**config.mk**
```make
export PLATFORM = sky130hd
export DESIGN_NAME = mem_port_arbiter
export DESIGN_NICKNAME = d
export VERILOG_FILES = /design/src/rtl/mem_port_arbiter.sv
export SDC_FILE = /design/constraint.sdc
export NUM_CORES = 1
export LEC_CHECK = 0
export ABC_CLOCK_PERIOD_IN_PS = 3650
export CAP_MARGIN = 15
export CORE_AREA = 2 2 97 99
export DETAILED_ROUTE_END_ITERATION = 8
export DIE_AREA = 0 0 99 101
export PLACE_DENSITY = 0.7
export SLEW_MARGIN = 10
export SYNTH_ARGS = -nofsm -noshare
export SYNTH_HDL_FRONTEND = slang
export SYNTH_SLANG_ARGS = --single-unit
```
**constraint.sdc**
```tcl
create_clock -name clk -period 3.65 [get_ports clk]
set_input_delay 0.73 -clock clk [delete_from_list [all_inputs] [get_ports clk]]
set_output_delay 0.73 -clock clk [all_outputs]
set_load 0.01 [all_outputs]
```
**src/rtl/mem_port_arbiter.sv**
```systemverilog
// Two-requester arbiter for a single-ported data memory: round-robin on conflict,
// writes complete in the grant cycle, reads return one cycle later to the owner.
module mem_port_arbiter #(
   parameter int unsigned DATA_W = 32,
   parameter int unsigned ADDR_W = 9
) (
   input  logic              clk,
   input  logic              reset,
   input  logic              req0,
   input  logic              req1,
   input  logic              we0,
   input  logic              we1,
   input  logic [ADDR_W-1:0] addr0,
   input  logic [ADDR_W-1:0] addr1,
   input  logic [DATA_W-1:0] wdata0,
   input  logic [DATA_W-1:0] wdata1,
   output logic              gnt0,
   output logic              gnt1,
   output logic              rvalid0,
   output logic              rvalid1,
   output logic [DATA_W-1:0] rdata0,
   output logic [DATA_W-1:0] rdata1,
   output logic              mem_wr,
   output logic              mem_rd,
   output logic [ADDR_W-1:0] mem_addr,
   output logic [DATA_W-1:0] mem_wdata,
   input  logic [DATA_W-1:0] mem_rdata,
   output logic              stall_core,
   output logic [15:0]       conflict_cnt
);

   typedef enum logic [0:0] {StIdle, StRdWait} state_e;

   state_e      state_q, state_d;
   logic        last_gnt_q, last_gnt_d;
   logic        owner_q, owner_d;
   logic [15:0] cnt_q, cnt_d;
   logic        conflict;

   // State register
   always_ff @(posedge clk) begin
      if (reset) begin
         state_q    <= StIdle;
         last_gnt_q <= 1'b1;
         owner_q    <= 1'b0;
         cnt_q      <= 16'h0000;
      end else begin
         state_q    <= state_d;
         last_gnt_q <= last_gnt_d;
         owner_q    <= owner_d;
         cnt_q      <= cnt_d;
      end
   end

   // Next-state logic
   always_comb begin
      state_d    = state_q;
      last_gnt_d = last_gnt_q;
      owner_d    = owner_q;
      cnt_d      = cnt_q;
      conflict   = ((state_q == StIdle) && req0 && req1) ||
                   ((state_q == StRdWait) && (req0 || req1));
      if (conflict && (cnt_q != 16'hFFFF)) begin
         cnt_d = cnt_q + 16'd1;
      end
      unique case (state_q)
         StIdle: begin
            if (gnt0 || gnt1) begin
               last_gnt_d = gnt1;
               if (mem_rd) begin
                  state_d = StRdWait;
                  owner_d = gnt1;
               end
            end
         end
         StRdWait: state_d = StIdle;
         default:  state_d = StIdle;
      endcase
   end

   // Output logic; everything is forced quiet while reset is held
   always_comb begin
      gnt0      = 1'b0;
      gnt1      = 1'b0;
      mem_wr    = 1'b0;
      mem_rd    = 1'b0;
      mem_addr  = '0;
      mem_wdata = '0;
      rvalid0   = 1'b0;
      rvalid1   = 1'b0;
      rdata0    = '0;
      rdata1    = '0;
      if (!reset) begin
         unique case (state_q)
            StIdle: begin
               if (req0 && req1) begin
                  gnt0 = last_gnt_q;
                  gnt1 = ~last_gnt_q;
               end else begin
                  gnt0 = req0;
                  gnt1 = req1;
               end
               if (gnt0) begin
                  mem_wr    = we0;
                  mem_rd    = ~we0;
                  mem_addr  = addr0;
                  mem_wdata = wdata0;
               end else if (gnt1) begin
                  mem_wr    = we1;
                  mem_rd    = ~we1;
                  mem_addr  = addr1;
                  mem_wdata = wdata1;
               end
            end
            StRdWait: begin
               if (owner_q) begin
                  rvalid1 = 1'b1;
                  rdata1  = mem_rdata;
               end else begin
                  rvalid0 = 1'b1;
                  rdata0  = mem_rdata;
               end
            end
            default: ;
         endcase
      end
   end

   assign stall_core   = req0 & ~gnt0;
   assign conflict_cnt = cnt_q;

endmodule

```
==> impl_metrics.json <==
{
  "fin_crit_sh": 0.967,
  "antenna_found_initial": 0,
  "seq_area_frac_synth": 0.196,
  "crit_chain": "clkdlybuf4s50_1 > a21bo_2 > o32a_1 > nor3_1 > clkdlybuf4s50_1",
  "core_sq_um": 8980,
  "layout-drive-gt1-share": 0.0513,
  "synth_flop_cell": "dfxtp_1",
  "hp-class": "register to register",
  "cp.required_ns": 2.92,
  "timing.critical_path.slowest_stage_cell": "clkdlybuf4s50_1",
  "grt_first_pass_wirelength_microns": 14100,
  "hold_viol": 0,
  "start_kind": "input pin",
  "start_util": 0.216,
  "timing.slew.headroom": 0.660,
  "synth-edff-count": 0,
  "mostFrequentLayoutCell": "clkdlybuf4s50_1",
  "clkTransAtPathRegs_ns": 0.08,
  "cts_resized": 0,
  "multi_input_area_sq_um": 1480,
  "rr_worst_depth": 4,
  "yosys_warnings": 0,
  "track_usage": 0.173,
  "synth_area_sq_um": 1940,
  "status": "finished clean",
  "wl_per_cell_microns": 16.1,
  "wl_microns": 9600,
  "root_buffer": "clkbuf_8",
  "power.leakage_nw": 1.72,
  "firstDrtPassIters": 4,
  "final_max_slew_viol_count": 0,
  "startpoint": "req1",
  "layout.nets": 609,
  "worst_pin_slew_ns": 0.510,
  "vias": 2842,
  "synth.distinct_cells": 41,
  "ant_nets": 0,
  "synth_fp_nets": 370,
  "netlist_instances": 249,
  "drc": 0,
  "end_kind": "primary output",
  "die_y_microns": 101,
  "avgSynthCellArea_sq_um": 7.80,
  "numClockSinks": 19,
  "first_global_vias": 2643,
  "period_needed_ns": 3.53,
  "dp_hpwl_microns": 7960,
  "cts_inserted_buffers": 3,
  "numPortBuffers": 247,
  "cts_tree": "yes",
  "dieWidth_microns": 99,
  "synth_seq_cells": 19,
  "clock_skew_ns": 0.00855,
  "holdPathStages": 2,
  "drt_iter0_markers": 74,
  "cts_hold_buf": 0,
  "cts_setup_buffers": 0,
  "max_stage_delay_ns": 0.65,
  "drv_cap": 0,
  "synthArstFlopShare": 0,
  "reg2reg_from": "state_q",
  "gp_congestion": 0.843,
  "cp_max_fo": 6,
  "area_growth_pct": 138,
  "vdd_drop_max_mv": 0.118,
  "whs_ns": 0.507,
  "power.density_nw_per_um2": 158,
  "cts-htree-levels": 1,
  "vias_per_cell": 4.75,
  "r2r_slack_ns": 1.70,
  "finalPower_mw": 0.732,
  "critPathMostFrequentCell": "clkdlybuf4s50_1",
  "grt_overflow": 0,
  "fillCellCount": 847,
  "regArea_sq_um": 380,
  "endpoint": "mem_rd",
  "timing.rr.end": "conflict_cnt[12]",
  "max_freq_mhz": 283,
  "rsz0062_at_grt": "false",
  "placed_area_sq_um": 4570,
  "path_delay_family": "buffers and inverters",
  "setup_violations": 0,
  "rows": 35,
  "fin_area_sq_um": 4620,
  "arrival_ns": 2.80,
  "cts_buffer_depth": 2,
  "dieArea_sq_um": 10000,
  "final_cell_mix": "clkdlybuf4s50_1 (247), and2_1 (65), a22o_1 (41)",
  "n_antenna_cell": 0,
  "insertion_delay_ns": 0.26,
  "path_depth": 5,
  "crit_type": "input pin to primary output",
  "tns_ns": 0,
  "hold_start": "owner_q",
  "io_pins": 248,
  "crit_buf_inv": 2,
  "grt_max_degree": 44
}
[cell usage after synthesis (2+ instances only)]
| master | n | area, sq um |
|---|---|---|
| mux2i_1 | 2 | 20.0 |
| a211oi_1 | 3 | 22.5 |
| and2_1 | 65 | 407 |
| nor4_1 | 3 | 18.8 |
| nor3b_1 | 2 | 15.0 |
| nand4_1 | 2 | 12.5 |
| nor2_1 | 11 | 41.3 |
| and3_1 | 2 | 12.5 |
| o21ai_0 | 5 | 25.0 |
| mux2_2 | 4 | 45.0 |
| and4b_1 | 2 | 20.0 |
| o31ai_1 | 2 | 15.0 |
| inv_1 | 7 | 26.3 |
| nor2b_1 | 5 | 31.3 |
| nand4_2 | 2 | 25.0 |
| a21oi_1 | 8 | 40.0 |
| dfxtp_1 | 19 | 380 |
| nor4_4 | 2 | 42.5 |
| buf_2 | 5 | 25.0 |
| clkbuf_1 | 13 | 48.8 |
| nor3_2 | 2 | 20.0 |
| a31oi_1 | 2 | 12.5 |
| nand3_1 | 5 | 25.0 |
| nor4b_1 | 2 | 17.5 |
| or4_1 | 2 | 15.0 |
| nand2_1 | 7 | 26.3 |
| a22o_1 | 41 | 359 |
| nor3_1 | 11 | 55.1 |
[cells by family (layout without fill, tap and decap cells)]
family	count (synthesis)	count (layout)	synth area share
adder cells (fa/ha/maj)	2	2	0.0135
AND/OR/NAND/NOR	131	131	0.440
multiplexers	6	6	0.0335
buffers and inverters	25	263	0.0515
flip-flops	19	19	0.196
AO/OA/AOI/OAI	66	66	0.266
[tightest hold or removal path: stages (launching register included)]
cell and delay [ns]:
dfxtp_1 0.34, nand2_1 0.06, mux2i_1 0.06
[per-layer routing]
layer  wire length (microns)  part of all wire  GRT usage  up-vias
met5                       0                 0          0        -
met4                      55            0.0057     0.0211        0
met3                     565             0.059     0.0374        6
met2                    5180              0.54      0.315       99
met1                    3800              0.40      0.214     1330
li1                        -                 -          -     1407
[how the worst min path moves through the flow]
| stage | end |
|---|---|
| after floorplan | owner_q |
| after global placement | owner_q |
| after detailed placement | owner_q |
| after CTS | owner_q |
| after global routing | owner_q |
| final | owner_q |
[metrics by stage]
| stage | cells | util | worst slack [ns] |
|---|---|---|---|
| final | 598 | 0.515 | 0.122 |
| after CTS | 598 | 0.515 | 0.111 |
| after floorplan | 249 | - | 1.08 |
| after detailed placement | 594 | 0.509 | 0.134 |
| after global placement | 594 | 0.509 | 0.211 |
| after global routing | 598 | 0.515 | 0.0169 |
[area by class of cell]
class                           count  share of cell area
Inverter                            7             0.00569
Clock inverter                      1             0.00108
Multi-Input combinational cell    205               0.320
Timing Repair Buffer              252               0.551
Tap cell                          111              0.0301
Sequential cell                    19              0.0823
Clock buffer                        3             0.00894
[state kept, by name (all words and copies together) (netlist names)]
signal and flops:
state_q 1, last_gnt_q 1, owner_q 1, conflict_cnt 16
[power by group]
| part | internal, mW | switching [mW] |
|---|---|---|
| logic | 0.238 | 0.123 |
| registers | 0.211 | 0.00866 |
| clock network | 0.0761 | 0.0753 |
| total | 0.525 | 0.206 |
No activity file was read; power rests on OpenSTA's default activity.
